$ cat config.mk
export PLATFORM = sky130hd
export DESIGN_NAME = demux_1_4_behavioral
export DESIGN_NICKNAME = d
export VERILOG_FILES = /design/src/rtl/demux_1_4_behavioral_pkg.sv /design/src/rtl/demux_1_4_decode.sv /design/src/rtl/demux_1_4_behavioral.sv
export SDC_FILE = /design/constraint.sdc
export NUM_CORES = 1
export LEC_CHECK = 0
export CORE_AREA = 2 2 39 41
export CTS_BUF_LIST = sky130_fd_sc_hd__clkbuf_8
export CTS_CLUSTER_SIZE = 24
export DETAILED_ROUTE_END_ITERATION = 7
export DIE_AREA = 0 0 41 43
export PLACE_DENSITY = 0.35
export SETUP_SLACK_MARGIN = 0.5
export SLEW_MARGIN = 20
export SYNTH_ARGS = -nofsm -noshare
export SYNTH_HDL_FRONTEND = slang
export SYNTH_SLANG_ARGS = --single-unit
$ cat constraint.sdc
create_clock -name clk -period 0.8 [get_ports clk]
set_input_delay 0.16 -clock clk [delete_from_list [all_inputs] [get_ports clk]]
set_output_delay 0.16 -clock clk [all_outputs]
set_load 0.1 [all_outputs]
$ cat src/rtl/demux_1_4_behavioral_pkg.sv
// Shared select encoding for the registered 1-to-4 demultiplexer.
package demux_1_4_behavioral_pkg;

    localparam logic [1:0] SEL_Y1 = 2'b00;
    localparam logic [1:0] SEL_Y2 = 2'b01;
    localparam logic [1:0] SEL_Y3 = 2'b10;
    localparam logic [1:0] SEL_Y4 = 2'b11;

    function automatic logic [1:0] sel_of(input logic s2, input logic s1);
        return {s2, s1};
    endfunction

endpackage

$ cat src/rtl/demux_1_4_decode.sv
// Combinational next-value decode: routes A to the selected output, zeros elsewhere.
module demux_1_4_decode
    import demux_1_4_behavioral_pkg::*;
#(
    parameter int unsigned WIDTH = 1
) (
    input  logic [1:0]       sel,
    input  logic [WIDTH-1:0] a,
    output logic [WIDTH-1:0] y1_d,
    output logic [WIDTH-1:0] y2_d,
    output logic [WIDTH-1:0] y3_d,
    output logic [WIDTH-1:0] y4_d
);

    always_comb begin
        y1_d = '0;
        y2_d = '0;
        y3_d = '0;
        y4_d = '0;
        // An unknown select falls through to the default, keeping all outputs at 0.
        case (sel)
            SEL_Y1:  y1_d = a;
            SEL_Y2:  y2_d = a;
            SEL_Y3:  y3_d = a;
            SEL_Y4:  y4_d = a;
            default: ;
        endcase
    end

endmodule

$ cat src/rtl/demux_1_4_behavioral.sv
// 1-to-4 demultiplexer with asynchronously reset, registered outputs.
module demux_1_4_behavioral
    import demux_1_4_behavioral_pkg::*;
#(
    parameter int unsigned WIDTH = 1
) (
    input  logic             clk,
    input  logic             rst,
    input  logic             S2,
    input  logic             S1,
    input  logic [WIDTH-1:0] A,
    output logic [WIDTH-1:0] Y1,
    output logic [WIDTH-1:0] Y2,
    output logic [WIDTH-1:0] Y3,
    output logic [WIDTH-1:0] Y4
);

    logic [WIDTH-1:0] y1_d, y2_d, y3_d, y4_d;
    logic [WIDTH-1:0] y1_q, y2_q, y3_q, y4_q;

    demux_1_4_decode #(
        .WIDTH(WIDTH)
    ) u_decode (
        .sel  (sel_of(S2, S1)),
        .a    (A),
        .y1_d (y1_d),
        .y2_d (y2_d),
        .y3_d (y3_d),
        .y4_d (y4_d)
    );

    always_ff @(posedge clk or posedge rst) begin
        if (rst) begin
            y1_q <= '0;
            y2_q <= '0;
            y3_q <= '0;
            y4_q <= '0;
        end else begin
            y1_q <= y1_d;
            y2_q <= y2_d;
            y3_q <= y3_d;
            y4_q <= y4_d;
        end
    end

    assign Y1 = y1_q;
    assign Y2 = y2_q;
    assign Y3 = y3_q;
    assign Y4 = y4_q;

endmodule

==> Word-level counts from Yosys, hierarchy flattened <==
Index checks and enable logic that the tools add are counted.
{ "op_classes": {"n_addsub": 0, "mul": 0, "div_mod_pow": 0, "n_lt_le_gt_ge": 0, "eq_ne": 3, "shift": 0, "mux": 4, "bitwise": 0, "n_reduce_logical": 1} }
{ "op_table": {"columns": ["operator", "n"], "rows": [
  ["2-bit equality test, second input constant", 2],
  ["1-bit 2-to-1 mux", 4],
  ["2-bit by 1-bit equality test with 1-bit output, second input constant", 1],
  ["2-bit logical NOT", 1]
]} }
{ "word_totals": {"register_bits": 4, "latchBits": 0, "ram_bits": 0, "rom_bits": 0, "out_inout_bits": 4, "memories": 0} }

==> Depth between registers and ports, before layout <==
{ "logic_depth": {"ltp_word": 2, "ltp_mapped": 1} }

==> Cells and area by module <==
A second synthesis with hierarchy kept.
{ "hier_totals": {"cells_unflattened": 9, "area_unflattened_um2": 141.4} }
{ "by_module_without_submodules": {"columns": ["mod", "n_inst", "cells_per_inst", "area_per_inst_um2", "seq_area_each_um2"], "rows": [
  ["demux_1_4_behavioral", 1, 5, 103.8, 100.1],
  ["demux_1_4_decode", 1, 4, 37.5, 0.0]
]} }

==> Worst setup path after synthesis <==
OpenSTA, ideal clock, no wires.
{ "synth_timing": {"path_kind": "register to output", "startpoint": "register y1_q (netlist: Y1)", "endpoint": "output Y1", "arrival_ps": 883, "path_slack_ps": -243, "path_stages_with_launch": 1, "path_buffers": 0, "path_cell_list": "dfrtp_1"} }
{ "synth_lines": {"columns": ["element", "line", "text"], "rows": [
  ["start, declared", "demux_1_4_behavioral.sv:19", "logic [WIDTH-1:0] y1_q, y2_q, y3_q, y4_q;"],
  ["start signal, assigned", "demux_1_4_behavioral.sv:39", "y1_q <= y1_d;"],
  ["end, declared", "demux_1_4_behavioral.sv:12", "output logic [WIDTH-1:0] Y1,"]
]} }
No word-level cell between the ends.

==> Worst setup path after layout <==
{ "layout_timing": {"startpoint": "register y3_q (netlist: Y3)", "endpoint": "output Y3"} }
{ "layout_lines": {"columns": ["element", "line", "text"], "rows": [
  ["start, declared", "demux_1_4_behavioral.sv:19", null],
  ["start signal, assigned", "demux_1_4_behavioral.sv:41", "y3_q <= y3_d;"],
  ["end, declared", "demux_1_4_behavioral.sv:14", "output logic [WIDTH-1:0] Y3,"]
]} }
No word-level cell between the ends.

==> metrics.md <==
| Metric | Value |
|---|---|
| Chip width | ~41 microns |
| Synthesized flop and latch total | 4 |
| Design Power | 0.771 mW |
| Crit Path Category | reg -> out |
| Post-Syn Nets | 14 |
| Syn. warnings | 0 |
| IO Count | 9 |
| Syn Std Cell Area | between 100 and 150 sq um |
| Status | finished, violations left |
| Mapped Cells | 9 |
| Final hold violations | 0 |
| Vias per std cell | ~2.9 |
| Final setup viols | 4 |
| Crit end category | output port |
| Clock transition at path regs | approximately 0.030 ns |
| Clk pwr share | a little over half |
| H-Tree Depth | 1 |
| CP required | ~0.64 ns |
| Area grow syn2layout | 144% |
| Failing checks | setup timing |
| ANT cells | 0 |
| Startpoint types | flop |
| Gr usage total | under 10% |
| Combinational power share | 17.0% |
| Fin crit share | 127% |
| Leakage | ~0.15 nW |
| Post-route ant nets | 0 |
| Grt ovf | 0 |
| Family with the most delay on the worst path | flip-flops |
| DRT Pass-1 Iters | 2 |
| Max Fclk | around 1000 MHz |
| Busiest grt layer | met4 |
| Clock buffer depth | 2 |
| Util after Layout | between 20% and 30% |
| Die area | ~0.0018 sq mm |
| Vias in the first global route | roughly 110 |
| Die Y | between 40 and 50 microns |
| Root Buffer Master | clkbuf_8 |
| Hold Path Origin | S1 |
| Crit path largest cell delay | approximately 0.47 ns |
| Max transition margin | slightly above 90% |
| Core region area | around 0.0014 sq mm |
| Antenna violations before repair | 0 |
| CTS Hold Bufs | 0 |
| Clock sink count | 4 |
| Row count | 14 |
| CP startpoint | Y3 |
| Slowest stage cell on the critical path | dfrtp_4 |
| Max Cap Viol | 0 |
| Final Non-Filler Cells | 36 |
| I/O Buffers | 8 |
| HP Class | in -> reg |
| Sequential share of the synthesized area | 70.8% |
| Mean Syn Cell Area | around 16 sq um |
| Crit path DAT | around 0.86 ns |
| Post-DR wirelength/cell | slightly below 7 microns |
| CP Cell Sequence | buf_12 |
| Number of CTS-inserted buffers | 3 |
| Post-synth cell types | 5 |
| GRT met3 Usage | 4.71% |
| Final worst setup slack | -0.215 ns |
| Sequential share of power | around 29% |
| Most frequent cells in the layout | dfrtp_4, buf_12, clkbuf_8, buf_6, and3b_1 |
| VDD IR-drop max | around 500 uV |
| Met1 usage | approximately 3.6% |
| Initial Util | 10.2% |
| RSZ-0062 raised after global routing | yes |
| Share of layout cells above drive strength 1 | between 80% and 90% |
| Internal power | between 0.5 and 0.6 mW |
| Total Nets Final | 27 |
| Critical-path maximum fanout | 1 |
| Setup TNS | -0.853 ns |
| First-pass GRT wire length | 407 microns |
| TritonCTS clock tree | yes |
| PwrDens | about 2200 mW/mm^2 |
| WL final | approximately 250 microns |
| Initial DRC count | 3 |
| Switch share | 23.0% |
| Tmin final | 1.02 ns |
| Switching component of the power | ~0.18 mW |
| Largest net degree at the start of global routing | 5 |
| Placed insts | 33 |
| Vias | approximately 110 |
| WHS | 0.0970 ns |
| Routability cong. | 0.533 |
| Worst path bufs/invs | 1 |
| M2 GR Usage | under 10% |
| Fin. max-slew vios | 0 |
| # DRC | 0 |
| Slew @ Worst Pin | approximately 0.13 ns |
| Post-CTS setup buffer count | 0 |
-- layout make-up --
type	count	area, sq um
clock buffers	3	41.3
flip-flops and latches	4	115
well taps	16	20.0
inverters	1	3.75
fillers	145	1040
multi-input cells	4	41.3
repair buffers	8	124
-- layer usage --
layer	share of wire (%)	up-vias
li1	-	52
met1	41	39
met2	35	12
met3	18	2
met4	5.7	0
met5	0	-
-- cell families (layout without fill, tap and decap cells) --
group                  count (synthesis)  in the layout  synth area share, %
AND/OR/NAND/NOR                        4              4                 26.6
buffers and inverters                  1             12                 2.65
flip-flops                             4              4                 70.8
-- worst paths after layout --
kind	end	slack, ns	cells after the start
worst max-delay path	Y3	-0.22	1
worst min-delay path	Y1	0.1	2
max in group asynchronous	Y1	0.55	2
min in group asynchronous	Y3	0.12	2
-- power groups by stage --
stage	sequential, mW	combinational [mW]	clock [mW]
finish	0.223	0.131	0.417
global route	0.224	0.138	0.438
CTS	0.223	0.132	0.434
detailed placement	0.226	0.130	0
global placement	0.226	0.130	0
floorplan	0.280	0.0124	0
-- what timing repair did --
item,4_1_cts,5_1_grt
pin swaps,1,0
setup endpoints to repair,8,11
gates resized for setup,15,1
-- synthesized netlist by cell type --
| cell type | instances | area share [%] |
|---|---|---|
| dfrtp_1 | 4 | 71 |
| and3b_1 | 2 | 12 |
| and3_2 | 1 | 5.3 |
| nor3b_2 | 1 | 8.8 |
| inv_1 | 1 | 2.7 |
-- state kept, by name (all words and copies together) (netlist names) --
| register | flops |
|---|---|
| Y1 | 1 |
| Y2 | 1 |
| Y3 | 1 |
| Y4 | 1 |
-- per-stage QoR --
step,area (sq um),worst slack [ns]
after floorplan,160,0.0478
after global placement,300,-0.191
after detailed placement,300,-0.202
after CTS,345,-0.225
after global routing,345,-0.229
final,345,-0.215
No activity file was read; power rests on OpenSTA's default activity.
